## config.mk

```make
export PLATFORM = sky130hd
export DESIGN_NAME = mul_unit_flat
export DESIGN_NICKNAME = d
export VERILOG_FILES = /design/src/rtl/mul_pkg.sv /design/src/rtl/mul_if.sv /design/src/rtl/mul_unit.sv /design/src/flat_wrapper.sv
export SDC_FILE = /design/constraint.sdc
export NUM_CORES = 1
export LEC_CHECK = 0
export CAP_MARGIN = 20
export CELL_PAD_IN_SITES_DETAIL_PLACEMENT = 1
export CELL_PAD_IN_SITES_GLOBAL_PLACEMENT = 1
export CORE_ASPECT_RATIO = 0.8
export CORE_MARGIN = 1
export CORE_UTILIZATION = 40
export DETAILED_ROUTE_END_ITERATION = 16
export HOLD_SLACK_MARGIN = 0.06
export PLACE_DENSITY_LB_ADDON = 0.1
export SYNTH_ARGS = -nofsm -noshare
export SYNTH_HDL_FRONTEND = slang
export SYNTH_SLANG_ARGS = --single-unit
```

## constraint.sdc

```tcl
create_clock -name clk -period 6.38 [get_ports clk]
set_clock_uncertainty 0.05 [all_clocks]
set_input_delay 1.595 -clock clk [delete_from_list [all_inputs] [get_ports clk]]
set_output_delay 1.595 -clock clk [all_outputs]
set_load 0.005 [all_outputs]
```

## src/rtl/mul_pkg.sv

```systemverilog
// Shared types and constants for the iterative shift-add multiply/MLA unit.
package mul_pkg;

    typedef enum logic [1:0] {
        IDLE = 2'd0,
        RUN  = 2'd1,
        DONE = 2'd2
    } mul_state_t;

    localparam int unsigned MUL_WIDTH = 32;
    localparam int unsigned MUL_CNT_W = $clog2(MUL_WIDTH);

endpackage : mul_pkg

```

## src/rtl/mul_if.sv

```systemverilog
// Request/response bundle between pipeline control and the multiply unit.
interface mul_if #(
    parameter int unsigned WIDTH = 32
);
    logic             start;
    logic             mla;
    logic             set_flags;
    logic             flush;
    logic [WIDTH-1:0] a;
    logic [WIDTH-1:0] b;
    logic [WIDTH-1:0] acc;
    logic [3:0]       dest;

    logic             busy;
    logic             done;
    logic             we;
    logic [3:0]       wa;
    logic [WIDTH-1:0] result;
    logic             flags_we;
    logic             flag_n;
    logic             flag_z;

    modport master (
        output start, mla, set_flags, flush, a, b, acc, dest,
        input  busy, done, we, wa, result, flags_we, flag_n, flag_z
    );

    modport slave (
        input  start, mla, set_flags, flush, a, b, acc, dest,
        output busy, done, we, wa, result, flags_we, flag_n, flag_z
    );

endinterface : mul_if

```

## src/rtl/mul_unit.sv

```systemverilog
// Iterative shift-add MUL/MLA unit: one multiplier bit per cycle, optional early
// termination once the remaining multiplier bits are zero.
module mul_unit
    import mul_pkg::*;
#(
    parameter int unsigned WIDTH     = MUL_WIDTH,
    parameter bit          EARLY_OUT = 1'b1
) (
    input  logic  clk,
    input  logic  reset,
    mul_if.slave  bus
);

    localparam int unsigned CNT_W = (WIDTH > 1) ? $clog2(WIDTH) : 1;
    localparam logic [CNT_W-1:0] CNT_LAST = CNT_W'(WIDTH - 1);

    mul_state_t       state_q, state_d;
    logic [WIDTH-1:0] a_q, a_d;
    logic [WIDTH-1:0] b_q, b_d;
    logic [WIDTH-1:0] p_q, p_d;
    logic [CNT_W-1:0] cnt_q, cnt_d;
    logic             s_q, s_d;
    logic [3:0]       wa_q, wa_d;
    logic [WIDTH-1:0] result_q, result_d;
    logic             busy_q, busy_d;
    logic             done_q, done_d;
    logic             flags_we_q, flags_we_d;
    logic             flag_n_q, flag_n_d;
    logic             flag_z_q, flag_z_d;

    logic [WIDTH-1:0] sum_c;
    logic             last_c;

    // One shift-add step; the carry out of the top bit is intentionally dropped.
    assign sum_c  = p_q + (b_q[0] ? a_q : '0);
    assign last_c = (cnt_q == CNT_LAST) || (EARLY_OUT && ((b_q >> 1) == '0));

    always_comb begin
        state_d    = state_q;
        a_d        = a_q;
        b_d        = b_q;
        p_d        = p_q;
        cnt_d      = cnt_q;
        s_d        = s_q;
        wa_d       = wa_q;
        result_d   = result_q;
        flag_n_d   = flag_n_q;
        flag_z_d   = flag_z_q;

        unique case (state_q)
            IDLE: begin
                if (bus.start) begin
                    a_d     = bus.a;
                    b_d     = bus.b;
                    p_d     = bus.mla ? bus.acc : '0;
                    wa_d    = bus.dest;
                    s_d     = bus.set_flags;
                    cnt_d   = '0;
                    state_d = RUN;
                end
            end
            RUN: begin
                // Flush wins over completion: no write, result untouched.
                if (bus.flush) begin
                    state_d = IDLE;
                end else begin
                    p_d   = sum_c;
                    a_d   = a_q << 1;
                    b_d   = b_q >> 1;
                    cnt_d = cnt_q + CNT_W'(1);
                    if (last_c) begin
                        state_d  = DONE;
                        result_d = sum_c;
                        flag_n_d = sum_c[WIDTH-1];
                        flag_z_d = (sum_c == '0);
                    end
                end
            end
            DONE: begin
                state_d = IDLE;
            end
            default: begin
                state_d = IDLE;
            end
        endcase

        busy_d     = (state_d != IDLE);
        done_d     = (state_d == DONE);
        flags_we_d = (state_d == DONE) && s_q;
    end

    always_ff @(posedge clk or posedge reset) begin
        if (reset) begin
            state_q    <= IDLE;
            a_q        <= '0;
            b_q        <= '0;
            p_q        <= '0;
            cnt_q      <= '0;
            s_q        <= 1'b0;
            wa_q       <= '0;
            result_q   <= '0;
            busy_q     <= 1'b0;
            done_q     <= 1'b0;
            flags_we_q <= 1'b0;
            flag_n_q   <= 1'b0;
            flag_z_q   <= 1'b0;
        end else begin
            state_q    <= state_d;
            a_q        <= a_d;
            b_q        <= b_d;
            p_q        <= p_d;
            cnt_q      <= cnt_d;
            s_q        <= s_d;
            wa_q       <= wa_d;
            result_q   <= result_d;
            busy_q     <= busy_d;
            done_q     <= done_d;
            flags_we_q <= flags_we_d;
            flag_n_q   <= flag_n_d;
            flag_z_q   <= flag_z_d;
        end
    end

    assign bus.busy     = busy_q;
    assign bus.done     = done_q;
    assign bus.we       = done_q;
    assign bus.wa       = wa_q;
    assign bus.result   = result_q;
    assign bus.flags_we = flags_we_q;
    assign bus.flag_n   = flag_n_q;
    assign bus.flag_z   = flag_z_q;

endmodule : mul_unit
```

## src/flat_wrapper.sv

```systemverilog
// flat-port wrapper written by rule: the top's interface ports become plain ports
module mul_unit_flat import mul_pkg::*;
#(
    parameter int unsigned WIDTH     = MUL_WIDTH,
    parameter bit          EARLY_OUT = 1'b1
)
  (clk, reset, bus_start, bus_mla, bus_set_flags, bus_flush, bus_a, bus_b, bus_acc, bus_dest, bus_busy, bus_done, bus_we, bus_wa, bus_result, bus_flags_we, bus_flag_n, bus_flag_z);
  mul_if #(.WIDTH(WIDTH)) bus_i ();
  input  logic clk;
  input  logic reset;
  input wire logic [$bits(bus_i.start)-1:0] bus_start;
  input wire logic [$bits(bus_i.mla)-1:0] bus_mla;
  input wire logic [$bits(bus_i.set_flags)-1:0] bus_set_flags;
  input wire logic [$bits(bus_i.flush)-1:0] bus_flush;
  input wire logic [$bits(bus_i.a)-1:0] bus_a;
  input wire logic [$bits(bus_i.b)-1:0] bus_b;
  input wire logic [$bits(bus_i.acc)-1:0] bus_acc;
  input wire logic [$bits(bus_i.dest)-1:0] bus_dest;
  output wire logic [$bits(bus_i.busy)-1:0] bus_busy;
  output wire logic [$bits(bus_i.done)-1:0] bus_done;
  output wire logic [$bits(bus_i.we)-1:0] bus_we;
  output wire logic [$bits(bus_i.wa)-1:0] bus_wa;
  output wire logic [$bits(bus_i.result)-1:0] bus_result;
  output wire logic [$bits(bus_i.flags_we)-1:0] bus_flags_we;
  output wire logic [$bits(bus_i.flag_n)-1:0] bus_flag_n;
  output wire logic [$bits(bus_i.flag_z)-1:0] bus_flag_z;
  assign bus_i.start = bus_start;
  assign bus_i.mla = bus_mla;
  assign bus_i.set_flags = bus_set_flags;
  assign bus_i.flush = bus_flush;
  assign bus_i.a = bus_a;
  assign bus_i.b = bus_b;
  assign bus_i.acc = bus_acc;
  assign bus_i.dest = bus_dest;
  assign bus_busy = bus_i.busy;
  assign bus_done = bus_i.done;
  assign bus_we = bus_i.we;
  assign bus_wa = bus_i.wa;
  assign bus_result = bus_i.result;
  assign bus_flags_we = bus_i.flags_we;
  assign bus_flag_n = bus_i.flag_n;
  assign bus_flag_z = bus_i.flag_z;
  mul_unit #(.WIDTH(WIDTH), .EARLY_OUT(EARLY_OUT)) u_core (.clk(clk), .reset(reset), .bus(bus_i));
endmodule
```

==> After elaboration in Yosys (flattened, before gate mapping) <==
Index checks and enable logic that the tools add are counted.
W data, S select, Z words.
{ "op_classes": {"n_eq_ne": 5, "muxes": 18, "n_bitwise": 1, "reduce_logical": 10, "n_addsub": 2} }
{ "ops": {"columns": ["operator", "count"], "rows": [
  ["$mux W32", 8],
  ["$pmux W32 S2", 3],
  ["$logic_not A32 Y1", 2],
  ["$add A32 B32 Y32", 1],
  ["$mux W5", 2],
  ["$pmux W5 S2", 1],
  ["$mux W2", 3],
  ["$reduce_and A3 Y1", 2],
  ["$add A5 B1 Y5 const B", 1],
  ["$eq A5 B5 Y1 const B", 1],
  ["$ne A2 B2 Y1 const B", 2],
  ["$pmux W2 S2", 1],
  ["$reduce_bool A2 Y1", 2],
  ["$eq A2 B1 Y1 const B", 1],
  ["$eq A2 B2 Y1 const B", 1],
  ["$logic_not A2 Y1", 1],
  ["$reduce_and A2 Y1", 1],
  ["$logic_and A1 B1 Y1", 1],
  ["$logic_or A1 B1 Y1", 1],
  ["$not A1 Y1", 1]
]} }
{ "word_totals": {"out_inout_bits": 42, "reg_bits": 145} }

==> Depth between registers and ports, before layout <==
{ "depth": {"word_depth": 7, "ltp_mapped": 14, "mapped_depth_nobuf": 13} }

==> Worst setup path after synthesis <==
Ideal clock, no wire load.
{ "synth_timing": {"path_kind": "flip-flop to flip-flop", "from": "register u_core.b_q[0]", "to": "register u_core.flag_z_q (netlist: u_core.bus.flag_z)", "stages_incl_launch_ff": 15, "arrival_ps": 3825, "synth_period_minus_slack_ps": 3942, "setup_slack_ps": 2438, "required_ps": 6263, "path_cell_list": "dfrtp_1 > clkbuf_1 > and2_1 > ha_1 > fa_1 > a21o_1 > a31o_1 > a21bo_1 > or4b_1 > and3_1 > or4_1 > nor4_1 > nand4_1 > and4bb_1 > a32o_1"} }
{ "synth_via": {"elab_chain_cells": 3} }
{ "synth_lines": {"columns": ["item", "line_no", "text"], "rows": [
  ["start, declared", "mul_unit.sv:19", "logic [WIDTH-1:0] b_q, b_d;"],
  ["start signal, assigned", "mul_unit.sv:96", "b_q <= '0;"],
  ["start signal, assigned", "mul_unit.sv:110", "b_q <= b_d;"],
  ["$mux W32", "mul_unit.sv:35", "assign sum_c = p_q + (b_q[0] ? a_q : '0);"],
  ["$add A32 B32 Y32", "mul_unit.sv:35", null],
  ["$logic_not A32 Y1", "mul_unit.sv:75", "flag_z_d = (sum_c == '0);"],
  ["end signal, assigned", "mul_unit.sv:120", "flag_z_q <= flag_z_d;"],
  ["end, declared", "mul_unit.sv:29", "logic flag_z_q, flag_z_d;"]
]} }
No other way between the ends.
A chain may end at the register's enable or synchronous reset.

==> Final worst setup path <==
Ends and elaborated chain as after synthesis.

==> impl_metrics.csv <==
group,metric,value,unit
run_status,status,"finished clean",
global_route,grt_antenna_before_repair,1,
die,chipHeight,131,µm
worst_setup_path,crit_arrival,4.87,ns
die,design.core.area,0.0201,mm²
pwr,net-switching-power,2.23,mW
pwr,power.density,462,mW/mm²
worst_setup_path,crit_path_max_fanout,18,
timing,finalHoldViolCount,0,
pwr,sequential_share_of_power,27.8,%
pwr,swShare,45.8,%
global_route,grt_start_max_net_pins,87,
timing,timing.slew.headroom,45.6,%
placement,post-dp-hpwl,19400,µm
die,fp.dieW,163,µm
worst_setup_path,timing.critical_path.required,6.69,ns
pwr,p_leak,4.49,nW
finish,num-nets-final,1253,
yosys,synth.most_common_cell,"sky130_fd_sc_hd__nand2_1",
yosys,yosysTopAreaCell,"sky130_fd_sc_hd__dfrtp_1",
drt,drt.antenna.violating_nets,0,
worst_setup_path,worstSetupPathDepth,14,
die,placement_rows,46,
finish,regArea,0.00360,mm²
worst_setup_path,reg2reg_depth,14,
flow_run,cap_viol_max_count,0,
pwr,clock_power_share,20.6,%
drt,route.vias.total,7759,
finish,fillCellCount,2359,
worst_setup_path,crit-reg2reg-capture,"u_core.bus.flag_z",
drt,detail_route.wl_per_cell,19.1,µm
finish,drive_above_1_share,5.95,%
timing,tightestPinTransition,0.817,ns
timing,final-max-slew-violation-count,0,
drt,viasPerCell,5.58,
yosys,ys_dominant_reg_cell,"sky130_fd_sc_hd__dfrtp_1",
clocking,htreeDepth,4,
timing,setup_violations,0,
worst_setup_path,timing.critical_path.cells,"buf_4 -> and2_1 -> ha_1 -> fa_1 -> a21o_1 -> a31o_1 -> a21bo_1 -> or4b_1 -> and3_1 -> or4_1 -> nor4_1 -> nand4_1 -> and4bb_1 -> a32o_1",
die,die-area,0.0214,mm²
clocking,cts_inserted_buffers,17,
worst_setup_path,timing.critical_path.to,"u_core.bus.flag_z",
clocking,cts.sink_count,144,
worst_setup_path,worst-setup-path-type,"reg -> reg",
timing,max_freq,220,MHz
worst_setup_path,cp_num_buf_inv,1,
drt,drc,0,
yosys,share_of_flip_flops_with_an_asynchronous_set_or_reset,100,%
pwr,vdd_drop_max,0.203,mV
drt,detailedRoute.firstIterationViolations,462,
pwr,internal_power,2.64,mW
clocking,post_cts_repair_resize_count,0,
global_route,grt_remaining_overflow,0,
timing,setup_repair_after_global_routing_missed_its_margin,"no",
worst_setup_path,critical_path.startpoint,"u_core.b_q[0]",
timing,finalCritPeriodShare,71.4,%
clocking,insertion_delay,0.44,ns
worst_hold_path,hold_path_class,"reg -> reg",
die,floorplan.initialDensity,41.4,%
pwr,power.combinational.fraction,51.6,%
placement,dp_slack,1.92,ns
worst_setup_path,setup.worst_path.end_class,"flop",
yosys,post_synth_num_cell_types,64,
yosys,synth-seq-cells,144,
worst_setup_path,critical_path.max_stage_delay,0.53,ns
die,boundaryPins,148,
timing,min_period,4.55,ns
drt,finalWirelength,26600,µm
yosys,synth_enable_flop_cells,0,
finish,multi_input_area,0.00441,mm²
global_route,grt_pass1_vias,7612,
yosys,postSynthNetCount,1145,
yosys,yosysSeqAreaShare,43.3,%
worst_setup_path,critical_path.top_delay_family,"simple AND/OR/NAND/NOR gates",
clocking,ctsHoldBuffers,0,
yosys,mappedNetlistArea,0.00832,mm²
worst_setup_path,worstReg2RegStart,"u_core.b_q[0]",
worst_setup_path,setup.worst_path.start_class,"flop",
worst_setup_path,max_stage_delay_cell_worst_path,"sky130_fd_sc_hd__dfrtp_1",
finish,areaGrowthSynthToFinish,26.7,%
clocking,post_cts_setup_bufs,0,
timing,setup_total_negative_slack,0,ns
yosys,synth_top_area_share,43.3,%
global_route,overall_global_routing_resource_usage,25.7,%
clocking,clockBufferDepth,2,
clocking,cts.reportedPaths.clkPinSlew,0.07,ns
yosys,syn-instance-count,1005,
yosys,yosys-top-cells-count,"sky130_fd_sc_hd__nand2_1 (216), sky130_fd_sc_hd__dfrtp_1 (144), sky130_fd_sc_hd__nor2_1 (121), sky130_fd_sc_hd__a31oi_1 (98), sky130_fd_sc_hd__clkbuf_1 (62)",
finish,layout.core_utilization,52.5,%
drt,dr.pass1.iters,4,
placement,gp_routability_congestion,0.911,
yosys,top_area_cells_in_the_synthesized_netlist,"sky130_fd_sc_hd__dfrtp_1 (43%), sky130_fd_sc_hd__nand2_1 (9.7%), sky130_fd_sc_hd__a31oi_1 (7.4%), sky130_fd_sc_hd__nor2_1 (5.5%), sky130_fd_sc_hd__ha_1 (5.0%)",
worst_setup_path,r2r_slack,1.83,ns
yosys,synthesis.area_per_instance,8.28,µm²
yosys,yosys_warnings,0,
global_route,global_route_wire_length_before_repair,42000,µm
timing,whs,0.429,ns
clocking,tritoncts,"yes",
clocking,ctsRootBufferMaster,"sky130_fd_sc_hd__clkbuf_16",
timing,postLayoutSetupSlackWorst,1.83,ns
placement,input_output_buffers,147,
sequential cells by signal, summed over array words and instances (netlist names):
signal	cells
u_core.a_q	32
u_core.b_q	32
u_core.bus.busy	1
u_core.bus.done	1
u_core.bus.flag_n	1
u_core.bus.flag_z	1
u_core.bus.flags_we	1
u_core.bus.result	31
u_core.bus.wa	4
u_core.cnt_q	5
u_core.p_q	32
u_core.s_q	1
u_core.state_q	2
layout make-up:
type | count | share of cell area (%)
clock buffer | 18 | 4.17
clock inverter | 14 | 1.38
timing repair buffer | 158 | 14.7
sequential | 144 | 34.2
antenna | 1 | 0.0238
multi-input combinational | 779 | 41.8
inverter | 13 | 0.534
tap | 264 | 3.14
layout by cell type, fill, tap and decap left out, types with 13 or more instances in the layout:
cell type,instances
sky130_fd_sc_hd__a21oi_1,38
sky130_fd_sc_hd__a31oi_1,98
sky130_fd_sc_hd__and2_1,34
sky130_fd_sc_hd__clkbuf_16,17
sky130_fd_sc_hd__clkdlybuf4s50_1,147
sky130_fd_sc_hd__dfrtp_1,144
sky130_fd_sc_hd__ha_1,33
sky130_fd_sc_hd__mux2_2,16
sky130_fd_sc_hd__nand2_1,216
sky130_fd_sc_hd__nand3_1,25
sky130_fd_sc_hd__nand4_1,13
sky130_fd_sc_hd__nor2_1,120
sky130_fd_sc_hd__o21ai_0,56
sky130_fd_sc_hd__xnor2_1,16
sky130_fd_sc_hd__xor2_1,13
through the flow:
stage	total power, mW	instances	instance area [µm²]
2_1_floorplan	3.08	1005	8320
3_3_place_gp	3.82	1358	9950
3_5_place_dp	3.85	1358	9950
4_1_cts	4.89	1390	10500
5_1_grt	5.24	1390	10500
6_report	4.87	1391	10500
routing by layer:
| layer | vias up | wire length [µm] | global-route usage (%) |
|---|---|---|---|
| li1 | 3749 | - | - |
| met1 | 3793 | 12900 | 36.4 |
| met2 | 189 | 12000 | 39.8 |
| met3 | 28 | 1310 | 4.77 |
| met4 | 0 | 397 | 7.70 |
| met5 | - | 0 | 0 |
worst min-delay path: stages (launching register included):
cell and delay (ns):
sky130_fd_sc_hd__dfrtp_1 0.34, sky130_fd_sc_hd__nand2_1 0.05, sky130_fd_sc_hd__o21ai_0 0.06
worst min-delay path by stage:
stage / startpoint / endpoint / slack (ns) / depth (start not counted)
2_1_floorplan: u_core.cnt_q[4] / u_core.cnt_q[4] / 0.40 / 2
3_3_place_gp: u_core.cnt_q[4] / u_core.cnt_q[4] / 0.41 / 2
5_1_grt: u_core.cnt_q[4] / u_core.cnt_q[4] / 0.44 / 2
4_1_cts: u_core.cnt_q[4] / u_core.cnt_q[4] / 0.43 / 2
6_report: u_core.bus.result[29] / u_core.bus.result[29] / 0.43 / 2
3_5_place_dp: u_core.bus.result[0] / u_core.bus.result[0] / 0.41 / 2
kinds of logic after synthesis:
logic type | synth area share, %
AND/OR/NAND/NOR | 23.6
AO/OA/AOI/OAI | 18.6
flip-flops | 43.3
buffers and inverters | 3.94
adder cells (fa/ha/maj) | 5.20
XOR/XNOR | 3.05
multiplexers | 2.29
power by group through the flow:
stage | clock network [mW] | registers [mW] | logic, mW
6_report | 1.00 | 1.36 | 2.51
3_3_place_gp | 0 | 1.37 | 2.45
3_5_place_dp | 0 | 1.37 | 2.48
2_1_floorplan | 0 | 1.29 | 1.79
5_1_grt | 1.06 | 1.39 | 2.79
4_1_cts | 1.02 | 1.36 | 2.50
(Power assumes the default switching activity.)
